--- src/rtl/psum_spad_ctrl.sv ---
// psum_spad_ctrl: partial-sum scratchpad sequencer for one PE.
// A job runs in four phases:
//   1. CLEAR zeroes entries 0..N-1.
//   2. ACCUM performs a two-stage read-modify-write of the product stream.
//      The last write is forwarded, so back-to-back products to the same
//      entry accumulate correctly.
//   3. FLUSH waits one cycle so the final write commits.
//   4. DRAIN streams the N psums out with a valid/ready handshake.
// This block is the only master of the scratchpad.
module psum_spad_ctrl #(
  parameter int DW    = 8,
  parameter int AW    = 5,
  parameter int DEPTH = 32
) (
  input  logic          clk,
  input  logic          rst,
  input  logic          start,
  input  logic [AW:0]   num_psum,
  input  logic          in_valid,
  output logic          in_ready,
  input  logic [AW-1:0] in_addr,
  input  logic [DW-1:0] in_data,
  input  logic          in_last,
  output logic          out_valid,
  input  logic          out_ready,
  output logic [AW-1:0] out_addr,
  output logic [DW-1:0] out_data,
  output logic          out_last,
  output logic          busy,
  output logic          done,
  output logic          addr_err,
  output logic          spad_rd,
  output logic          spad_wr,
  output logic [AW-1:0] spad_raddr,
  output logic [AW-1:0] spad_waddr,
  output logic [DW-1:0] spad_wdata,
  input  logic [DW-1:0] spad_rdata
);

  typedef enum logic [2:0] {
    S_IDLE  = 3'd0,
    S_CLEAR = 3'd1,
    S_ACCUM = 3'd2,
    S_FLUSH = 3'd3,
    S_DRAIN = 3'd4
  } state_e;

  localparam logic [AW:0] DEPTH_W = DEPTH[AW:0];
  localparam logic [AW:0] ZERO_W  = {(AW+1){1'b0}};
  localparam logic [AW:0] ONE_W   = {{AW{1'b0}}, 1'b1};

  // Control registers.
  state_e        state_q;
  logic [AW:0]   n_q;
  logic [AW:0]   idx_q;
  logic          in_ready_q;
  logic          busy_q;
  logic          done_q;
  logic          addr_err_q;
  logic          rd_pending_q;
  logic [AW-1:0] rd_addr_q;
  logic          out_valid_q;
  logic [AW-1:0] out_addr_q;
  logic [DW-1:0] out_data_q;
  logic          out_last_q;

  // Accumulation pipeline: stage 1 and the write-forwarding register.
  logic          s1_valid_q;
  logic [AW-1:0] s1_addr_q;
  logic [DW-1:0] s1_data_q;
  logic          wq_valid_q;
  logic [AW-1:0] wq_addr_q;
  logic [DW-1:0] wq_data_q;

  // Combinational helpers.
  logic [AW:0]   n_start_s;
  logic          accept_s;
  logic          in_range_s;
  logic          fwd_s;
  logic [DW-1:0] operand_s;
  logic [DW-1:0] sum_s;
  logic          drain_rd_s;
  logic          out_fire_s;

  // Job size: 0 or anything above DEPTH means the full scratchpad.
  always_comb begin
    n_start_s = num_psum;
    if ((num_psum == ZERO_W) || (num_psum > DEPTH_W)) begin
      n_start_s = DEPTH_W;
    end else begin
      n_start_s = num_psum;
    end
  end

  assign accept_s   = (state_q == S_ACCUM) && in_ready_q && in_valid;
  assign in_range_s = ({1'b0, in_addr} < n_q);
  assign out_fire_s = out_valid_q && out_ready;

  // Pick the read operand. If the write issued last cycle hit this entry,
  // the read raced that write and returned stale data.
  always_comb begin
    fwd_s     = wq_valid_q && (wq_addr_q == s1_addr_q);
    operand_s = spad_rdata;
    if (fwd_s) begin
      operand_s = wq_data_q;
    end else begin
      operand_s = spad_rdata;
    end
    sum_s = operand_s + s1_data_q;
  end

  // Drain read: the first entry, or the next entry on the cycle the
  // current psum is handed off. Never while a capture is pending.
  always_comb begin
    drain_rd_s = 1'b0;
    if ((state_q == S_DRAIN) && (idx_q < n_q) && !rd_pending_q &&
        (!out_valid_q || out_ready)) begin
      drain_rd_s = 1'b1;
    end else begin
      drain_rd_s = 1'b0;
    end
  end

  // Scratchpad read port.
  // Drain reads and accumulation reads never overlap because they
  // belong to different states. Reset masks every access in that cycle.
  always_comb begin
    spad_rd    = 1'b0;
    spad_raddr = {AW{1'b0}};
    if (rst) begin
      spad_rd    = 1'b0;
      spad_raddr = {AW{1'b0}};
    end else if (drain_rd_s) begin
      spad_rd    = 1'b1;
      spad_raddr = idx_q[AW-1:0];
    end else if (accept_s && in_range_s) begin
      spad_rd    = 1'b1;
      spad_raddr = in_addr;
    end else begin
      spad_rd    = 1'b0;
      spad_raddr = {AW{1'b0}};
    end
  end

  // Scratchpad write port: zero fill during CLEAR, or the stage-1 sum.
  always_comb begin
    spad_wr    = 1'b0;
    spad_waddr = {AW{1'b0}};
    spad_wdata = {DW{1'b0}};
    if (rst) begin
      spad_wr    = 1'b0;
      spad_waddr = {AW{1'b0}};
      spad_wdata = {DW{1'b0}};
    end else if (state_q == S_CLEAR) begin
      spad_wr    = 1'b1;
      spad_waddr = idx_q[AW-1:0];
      spad_wdata = {DW{1'b0}};
    end else if (s1_valid_q) begin
      spad_wr    = 1'b1;
      spad_waddr = s1_addr_q;
      spad_wdata = sum_s;
    end else begin
      spad_wr    = 1'b0;
      spad_waddr = {AW{1'b0}};
      spad_wdata = {DW{1'b0}};
    end
  end

  // Accumulation pipeline: register accepted in-range products, then keep
  // the last write so the next stage-1 entry can forward it.
  always_ff @(posedge clk) begin
    if (rst) begin
      s1_valid_q <= 1'b0;
      s1_addr_q  <= {AW{1'b0}};
      s1_data_q  <= {DW{1'b0}};
      wq_valid_q <= 1'b0;
      wq_addr_q  <= {AW{1'b0}};
      wq_data_q  <= {DW{1'b0}};
    end else begin
      s1_valid_q <= accept_s && in_range_s;
      if (accept_s) begin
        s1_addr_q <= in_addr;
        s1_data_q <= in_data;
      end
      wq_valid_q <= s1_valid_q;
      if (s1_valid_q) begin
        wq_addr_q <= s1_addr_q;
        wq_data_q <= sum_s;
      end
    end
  end

  // Job sequencer FSM with registered handshake and status outputs.
  always_ff @(posedge clk) begin
    if (rst) begin
      state_q      <= S_IDLE;
      n_q          <= ZERO_W;
      idx_q        <= ZERO_W;
      in_ready_q   <= 1'b0;
      busy_q       <= 1'b0;
      done_q       <= 1'b0;
      addr_err_q   <= 1'b0;
      rd_pending_q <= 1'b0;
      rd_addr_q    <= {AW{1'b0}};
      out_valid_q  <= 1'b0;
      out_addr_q   <= {AW{1'b0}};
      out_data_q   <= {DW{1'b0}};
      out_last_q   <= 1'b0;
    end else begin
      done_q <= 1'b0;
      case (state_q)
        S_IDLE: begin
          if (start) begin
            n_q        <= n_start_s;
            idx_q      <= ZERO_W;
            addr_err_q <= 1'b0;
            busy_q     <= 1'b1;
            state_q    <= S_CLEAR;
          end
        end
        S_CLEAR: begin
          if (idx_q == (n_q - ONE_W)) begin
            idx_q      <= ZERO_W;
            in_ready_q <= 1'b1;
            state_q    <= S_ACCUM;
          end else begin
            idx_q <= idx_q + ONE_W;
          end
        end
        S_ACCUM: begin
          if (accept_s) begin
            if (!in_range_s) begin
              addr_err_q <= 1'b1;
            end
            if (in_last) begin
              in_ready_q <= 1'b0;
            end
          end
          // The product accepted with in_last writes in this cycle,
          // so stage 1 is empty at this edge.
          if (!in_ready_q) begin
            state_q <= S_FLUSH;
          end
        end
        S_FLUSH: begin
          idx_q        <= ZERO_W;
          rd_pending_q <= 1'b0;
          state_q      <= S_DRAIN;
        end
        S_DRAIN: begin
          if (drain_rd_s) begin
            idx_q        <= idx_q + ONE_W;
            rd_addr_q    <= idx_q[AW-1:0];
            rd_pending_q <= 1'b1;
          end else begin
            rd_pending_q <= 1'b0;
          end
          if (rd_pending_q) begin
            out_valid_q <= 1'b1;
            out_data_q  <= spad_rdata;
            out_addr_q  <= rd_addr_q;
            out_last_q  <= (idx_q == n_q);
          end else if (out_fire_s) begin
            out_valid_q <= 1'b0;
            out_last_q  <= 1'b0;
            if (out_last_q) begin
              done_q  <= 1'b1;
              busy_q  <= 1'b0;
              state_q <= S_IDLE;
            end
          end
        end
        default: begin
          state_q <= S_IDLE;
        end
      endcase
    end
  end

  assign in_ready  = in_ready_q;
  assign busy      = busy_q;
  assign done      = done_q;
  assign addr_err  = addr_err_q;
  assign out_valid = out_valid_q;
  assign out_addr  = out_addr_q;
  assign out_data  = out_data_q;
  assign out_last  = out_last_q;

endmodule
--- config.mk ---
export PLATFORM = sky130hd
export DESIGN_NAME = psum_spad_ctrl
export DESIGN_NICKNAME = d
export VERILOG_FILES = /design/src/rtl/psum_spad_ctrl.sv
export SDC_FILE = /design/constraint.sdc
export NUM_CORES = 1
export LEC_CHECK = 0
export BUFFER_PORTS_ARGS = -buffer_cell sky130_fd_sc_hd__buf_4
export CAP_MARGIN = 20
export CELL_PAD_IN_SITES_DETAIL_PLACEMENT = 2
export CELL_PAD_IN_SITES_GLOBAL_PLACEMENT = 2
export CORE_MARGIN = 3
export CORE_UTILIZATION = 36
export CTS_BUF_LIST = sky130_fd_sc_hd__clkbuf_4 sky130_fd_sc_hd__clkbuf_8
export DETAILED_ROUTE_END_ITERATION = 7
export GPL_TIMING_DRIVEN = 0
export PLACE_DENSITY_LB_ADDON = 0.1
export SLEW_MARGIN = 20
export SYNTH_ARGS = -nofsm -noshare
export SYNTH_HDL_FRONTEND = slang
export SYNTH_SLANG_ARGS = --single-unit
--- constraint.sdc ---
create_clock -name clk -period 9.8 [get_ports clk]
set_input_delay 2.45 -clock clk [delete_from_list [all_inputs] [get_ports clk]]
set_output_delay 2.45 -clock clk [all_outputs]
set_load 0.005 [all_outputs]
Word level (Yosys, flattened, before mapping)
Index checks and enable logic that the tools add are counted.

storage, ports and cells
  output and inout port bits = 39
  logic and storage cells = 122
  register bits after elaboration = 68
  input port bits = 33

cells by class
  reduce and logical (&&, ||, !) cells = 30
  order comparisons = 3
  multiplexer cells = 48
  add/sub/neg operators = 3
  equality and inequality tests = 17
  bitwise logic cells = 2

operators by type and width
  operator                                          count
  two-way mux 8 bit                                 4
  two-way mux 5 bit                                 6
  two-way mux 6 bit                                 4
  case mux 6 bit (4 select lines)                   1
  two-way mux 1 bit                                 22
  two-way mux 3 bit                                 6
  inequality test 2 bit, second input constant      9
  case mux 3 bit (5 select lines)                   1
  == test 6 bit                                     2
  nonzero test 2 bit                                5
  adder 8 bit                                       1
  logical AND 1 bit                                 8
  case mux 1 bit (2 select lines)                   4
  AND reduction 2 bit                               4
  AND reduction 4 bit                               2
  adder 6 x 1 -> 6 bit, second input constant       1
  == test 3 x 2 -> 1 bit, second input constant     2
  > comparator 6 bit, second input constant         1
  zero test 6 bit                                   1
  < comparator 5 x 6 -> 1 bit                       1
  < comparator 6 bit                                1
  AND reduction 6 bit                               1
  subtractor 6 x 1 -> 6 bit, second input constant  1
  == test 5 bit                                     1
  other kinds (11)                                  14

Depth between registers and ports, before layout
Gate-level depths: netlist of the first run.

  depth in word-level cells = 7
  mapped depth = 14
  mapped depth without buffers = 13

Worst setup path before layout of the first run
Ideal clock, no wire load.

  kind = input to output
  from = input spad_rdata[0]
  to = output spad_wdata[6]
  path buffers = 0
  required time = 7.350 ns
  setup slack = 3.350 ns
  arrival = 4.000 ns
  stages on the path = 10
  cell sequence = mux2_2 -> ha_1 -> inv_1 -> fa_1 -> nor2b_1 -> o21ai_0 -> a21oi_1 -> o21a_1 -> o21a_1 -> nor3_1

between the ends
  longest elaborated chain between the ends = 5

ends and longest elaborated chain
  item               RTL line  RTL
  start, declared    37        input logic [DW-1:0] spad_rdata
  two-way mux 8 bit  104       if (fwd_s) begin
  adder 8 bit        109       sum_s = operand_s + s1_data_q;
  two-way mux 8 bit  158       end else if (s1_valid_q) begin
  two-way mux 8 bit  154       end else if (state_q == S_CLEAR) begin
  two-way mux 8 bit  150       if (rst) begin
  end, declared      36        output logic [DW-1:0] spad_wdata,

Every way passes these cells.

Final worst setup path of the first run
Same ends and word-level chain as after synthesis.

==> impl_metrics.json, run 1 <==
{
  "status": "completed",
  "ys_top_cells_by_area": "dfxtp_1 (36%), a21oi_1 (8.5%), nand2_1 (7.5%)",
  "wl_mm": 14.7,
  "first_pass_iters": 4,
  "hold_path.class": "flip-flop to flip-flop",
  "wl_per_cell_um": 21.0,
  "busiest_layer": "met2",
  "postCtsHoldBufs": 0,
  "numClockSinks": 68,
  "leakagePower_uw": 0.00178,
  "hold_violations": 0,
  "crit_path_end_kind": "output port",
  "synthArstFlopShare": 0,
  "rows": 36,
  "hold_depth": 2,
  "synth-seq-cells": 68,
  "antenna_found_initial": 1,
  "num_antenna_cells": 0,
  "cts_root_buf": "clkbuf_8",
  "drt-initial-drc-count": 173,
  "r2r.worst_path.cells": 14,
  "r2r-end": "wq_data_q[6]$_SDFFE_PP0P_",
  "fmax_ghz": 0.142,
  "place_inst": 685,
  "ctsResizeCount": 0,
  "cts_tree": "yes",
  "combPwrFrac": 0.115,
  "worst_slew_pin_slew_ps": 777,
  "synthCells": 481,
  "syn_nets": 534,
  "use_met1": 0.362,
  "fin_tns_setup_ps": 0,
  "clkSlewWorstSetupHoldPaths_ps": 80,
  "start_util": 0.378,
  "rsz0062_at_grt": "false",
  "vias_per_cell": 5.53,
  "ys_warn_count": 0,
  "setup_viol": 0,
  "drive_above_1_share": 0.195,
  "powerDensity_mw_per_mm2": 123,
  "gp_congestion": 0.891,
  "synth_cell_types": 56,
  "final_cells": 701,
  "ir_drop_uv": 61.1,
  "io_buffers": 71,
  "grt_pass1_wl_mm": 23.6,
  "worst_r2r_startpoint": "s1_addr_q[3]$_SDFFE_PP0P_",
  "synth_flop_cell": "dfxtp_1",
  "htree_levels": 3,
  "io_pins": 72,
  "dieArea_mm2": 0.0118,
  "sw_frac_of_total": 0.306,
  "cts_buffer_depth": 2,
  "track_usage": 0.264,
  "hpwl_mm": 10.9,
  "met3_usage": 0.0412,
  "rrSetupSlack_ps": 6260,
  "synth-edff-count": 0,
  "fillers": 1175,
  "hold_end": "out_addr[1]$_SDFFE_PP0P_",
  "maxSlewViolCount": 0,
  "postRouteAntennaNets": 0,
  "cp.required_ps": 7350,
  "synth.avg_cell_area_um2": 7.86,
  "synth_top_area_frac": 0.360,
  "die_h_um": 108,
  "min_period_ps": 7060,
  "cp.arrival_ps": 4610,
  "die_w_um": 108,
  "cp_max_fo": 4,
  "power.internal_uw": 398,
  "drc": 0,
  "grt_use_met2": 0.426,
  "grt_overflow": 0,
  "ys_seq_area_frac": 0.360,
  "insertion_delay_ps": 370,
  "finClkSkew_ps": 8.89,
  "clock_power_share": 0.393,
  "period_share": 0.720,
  "fin_nets": 616,
  "synthesis.area_mm2": 0.00378,
  "vias": 3879,
  "min-delay-start": "out_addr[1]$_SDFFE_PP0P_",
  "switchingPower_uw": 175,
  "core_region_area_mm2": 0.0100,
  "p_seq_frac": 0.492,
  "slew_headroom": 0.475,
  "synth_top_area_cell": "dfxtp_1",
  "maxCapViolCount": 0,
  "startpoint_type": "input port",
  "post_cts_buffers": 0,
  "syn2layout_area_growth_pct": 23.1,
  "cts-buffers-inserted": 9,
  "grt_pass1_vias": 4227,
  "grt_max_degree": 14,
  "setup.worst_path.class": "input port to output port"
}
[how the worst max path moves through the flow]
stage / depth (start not counted) / endpoint / start
after global placement: 12 / spad_wdata[6] / spad_rdata[0]
after global routing: 12 / spad_wdata[6] / spad_rdata[0]
after floorplan: 10 / spad_wdata[6] / spad_rdata[0]
final: 12 / spad_wdata[6] / spad_rdata[0]
after CTS: 12 / spad_wdata[6] / spad_rdata[0]
after detailed placement: 12 / spad_wdata[6] / spad_rdata[0]
[layout by cell type, fill, tap and decap left out, types with 7 or more instances in the layout]
| master | instances |
|---|---|
| a21oi_1 | 64 |
| o21ai_0 | 9 |
| nand3_1 | 15 |
| inv_1 | 21 |
| nor2b_1 | 13 |
| xor2_1 | 8 |
| ha_1 | 19 |
| dfxtp_1 | 68 |
| nor3_1 | 8 |
| nor2_1 | 35 |
| clkbuf_8 | 9 |
| clkbuf_1 | 18 |
| buf_4 | 72 |
| mux2i_1 | 9 |
| nand2_1 | 76 |
| mux2_2 | 9 |
| nor3b_1 | 7 |
| nand2b_1 | 19 |
[metal layers]
| metal | vias up | part of all wire | routed length [µm] |
|---|---|---|---|
| met5 | - | 0.00088 | 13 |
| met4 | 2 | 0.018 | 260 |
| met3 | 23 | 0.048 | 710 |
| met2 | 86 | 0.47 | 6940 |
| met1 | 1944 | 0.46 | 6790 |
| li1 | 1824 | - | - |
[stage by stage]
step | hold WS (ps) | power [µW] | setup slack [ps] | cell area (µm²) | utilization
global route | 498 | 598 | 2580 | 4650 | 0.465
finish | 465 | 573 | 2740 | 4650 | 0.465
floorplan | 432 | 323 | 3350 | 3780 | -
detailed placement | 458 | 354 | 2810 | 4480 | 0.448
global placement | 445 | 350 | 2910 | 4480 | 0.448
CTS | 474 | 576 | 2750 | 4650 | 0.465
[flip-flops by register name, indices dropped and copies added, names as in the netlist]
name          cells
out_data          8
s1_data_q         8
wq_data_q         8
idx_q             6
n_q               6
out_addr          5
rd_addr_q         5
s1_addr_q         5
wq_addr_q         5
state_q           3
addr_err          1
busy              1
done              1
in_ready          1
out_last          1
out_valid         1
rd_pending_q      1
s1_valid_q        1
wq_valid_q        1
[synth_stat cells (2+ instances only)]
master	instances
a211oi_1	5
mux2_2	9
and3_1	3
or3_1	6
buf_1	2
or2_2	2
o22ai_1	2
xor2_1	8
nand2_1	76
dfxtp_1	68
mux2i_1	9
nor2b_1	13
a31oi_1	3
o21ai_0	9
o21bai_1	3
inv_1	21
clkbuf_1	18
a21oi_1	64
a21o_1	4
nand4b_1	2
or4_1	3
nand2b_1	19
nand3_1	15
buf_2	5
o211ai_1	2
nor2_1	35
nor3b_1	7
xnor2_1	6
o21a_1	2
nand4_1	5
nor4_1	3
o32ai_1	2
and2_1	2
nor3_1	8
ha_1	19
[cell type report]
type / count / area [µm²] / area share
Multi-Input combinational cell: 364 / 2220 / 0.476
Tap cell: 133 / 166 / 0.0358
Buffer: 28 / 124 / 0.0266
Clock inverter: 7 / 50.0 / 0.0108
Clock buffer: 9 / 124 / 0.0266
Inverter: 21 / 78.8 / 0.0169
Timing Repair Buffer: 71 / 533 / 0.115
Sequential cell: 68 / 1360 / 0.293
[worst max-delay path: stages]
cell     delay, ps
buf_4          130
mux2_2         260
ha_1           200
inv_1           80
fa_1           210
nor2b_1         60
o21ai_0        260
a21oi_1        150
o21a_1         240
o21a_1         180
nor3_1         220
buf_4          160
[logic make-up (layout without fill, tap and decap cells)]
kind of cell | count (synthesis) | count (layout) | share of synthesized area
AOI/OAI and AO/OA | 106 | 106 | 0.164
xor gates and xnor gates | 14 | 14 | 0.0324
adders and majority gates | 20 | 20 | 0.0682
buffers and inverters | 49 | 136 | 0.0536
DFF | 68 | 68 | 0.360
muxes | 19 | 19 | 0.0543
and+or+nand+nor | 205 | 205 | 0.267
[power groups by stage]
| stage | logic [µW] | clock network [µW] | registers [µW] |
|---|---|---|---|
| floorplan | 35.5 | 0 | 288 |
| global placement | 61.6 | 0 | 288 |
| detailed placement | 65.3 | 0 | 289 |
| CTS | 66.1 | 228 | 282 |
| global route | 73.4 | 242 | 283 |
| finish | 66.2 | 225 | 282 |
Power figures use the tool's default switching activity.
==> inputs of run 2 (changes only) <==
Settings changed: CORE_UTILIZATION 36 to 33.
Clock period 9.8 ns to 6.85 ns, I/O delays scaled along.
==> impl_metrics.json, run 2 (synthesis results as in run 1) <==
{
  "status": "completed",
  "first_pass_iters": 4,
  "cts_tree": "yes",
  "power.total_uw": 915,
  "multi_input_area_mm2": 0.00222,
  "io_pins": 72,
  "ctsResizeCount": 0,
  "cts-buffers-inserted": 9,
  "place_inst": 692,
  "rsz0062_at_grt": "false",
  "slowest_delay_ps": 260,
  "drive_above_1_share": 0.195,
  "setup.worst_path.class": "input port to output port",
  "hold_violations": 0,
  "dieArea_mm2": 0.0128,
  "seq_area_mm2": 0.00136,
  "rrSetupSlack_ps": 3390,
  "cts_buffer_depth": 2,
  "start_util": 0.343,
  "dp_slack_ps": 1320,
  "vias": 3710,
  "fillers": 1300,
  "cp_max_fo": 4,
  "die_w_um": 113,
  "antenna_found_initial": 0,
  "grt_max_degree": 13,
  "numClockSinks": 68,
  "fmax_ghz": 0.179,
  "maxCapViolCount": 0,
  "vias_per_cell": 5.24,
  "grt_pass1_wl_mm": 21.9,
  "fin_tns_setup_ps": 0,
  "die_h_um": 113,
  "clkSlewWorstSetupHoldPaths_ps": 70,
  "grt_overflow": 0,
  "ir_drop_uv": 133,
  "insertion_delay_ps": 360,
  "final_core_util": 0.429,
  "finClkSkew_ps": 10.3,
  "startpoint_type": "input port",
  "min_period_ps": 5600,
  "cp.required_ps": 5140,
  "setup_viol": 0,
  "postCtsHoldBufs": 0,
  "postRouteAntennaNets": 0,
  "gp_congestion": 0.863,
  "wl_per_cell_um": 19.3,
  "worst_slew_pin_slew_ps": 775,
  "maxSlewViolCount": 0,
  "fin_ws_ps": 1250,
  "track_usage": 0.222,
  "htree_levels": 3,
  "post_cts_buffers": 0,
  "powerDensity_mw_per_mm2": 193,
  "hpwl_mm": 10.6,
  "cp.arrival_ps": 3880,
  "crit_path_end_kind": "output port",
  "leakagePower_uw": 0.00182,
  "core_region_area_mm2": 0.0110,
  "wl_mm": 13.7,
  "num_antenna_cells": 0,
  "io_buffers": 71,
  "cp_slowest_cell": "mux2_2",
  "final_cells": 708,
  "path_cells": "buf_4 > mux2_2 > ha_1 > inv_1 > fa_1 > nor2b_1 > o21ai_0 > a21oi_1 > o21a_1 > o21a_1 > nor3_1 > buf_4",
  "fin_nets": 616,
  "drt-initial-drc-count": 157,
  "drc": 0,
  "cts_root_buf": "clkbuf_8",
  "final_cell_mix": "nand2_1 (76), buf_4 (72), dfxtp_1 (68)",
  "grt_pass1_vias": 4093,
  "layout_commonest_cell": "nand2_1",
  "hold_path.class": "flip-flop to flip-flop",
  "period_share": 0.817,
  "syn2layout_area_growth_pct": 25.3,
  "rows": 38,
  "slew_headroom": 0.483
}
## run 2: changes by cell type in the layout (fill, tap and decap cells not counted), sizes merged
cell      change
clkinvlp      -2
inv           -2
bufinv        +3
clkbuf        +1
## run 2: path summary, 6_finish.rpt
path | start | depth (start not counted) | end
hold reg to reg | rd_addr_q[4]$_SDFFE_PP0P_ | 2 | out_addr[4]$_SDFFE_PP0P_
hold / removal | rd_addr_q[4]$_SDFFE_PP0P_ | 2 | out_addr[4]$_SDFFE_PP0P_
setup reg to reg | s1_addr_q[0]$_SDFFE_PP0P_ | 14 | wq_data_q[6]$_SDFFE_PP0P_
setup / recovery | spad_rdata[0] | 12 | spad_wdata[6]
## run 2: final cells by class
type	count	area share
multi-input combinational	364	0.468
sequential	68	0.287
timing repair buffer	71	0.113
tap	140	0.0370
clock buffer	10	0.0291
buffer	28	0.0261
clock inverter	6	0.0235
inverter	21	0.0166
## run 2: critical path: cells and delay by family
kind / cells / cell delay [ps]
AND/OR/NAND/NOR: 2 / 310
AO/OA/AOI/OAI: 4 / 830
buffers and inverters: 3 / 360
multiplexers: 1 / 260
adder cells (fa/ha/maj): 2 / 410
## run 2: metrics by stage
step	hold slack, ps	cell area, µm²
finish	463	4740
global route	494	4740
CTS	468	4740
detailed placement	454	4490
global placement	447	4490
floorplan	432	3780
## run 2: routing by layer
layer  share of wire  GRT usage  vias to the layer above
li1                -          -                     1821
met1            0.42      0.252                     1829
met2            0.54      0.419                       49
met3           0.025     0.0487                       11
met4           0.012     0.0521                        0
met5               0          0                        -
## run 2: power breakdown
part	switching, µW	internal (µW)
registers	5.16	399
logic	52.9	37.7
clock network	169	252
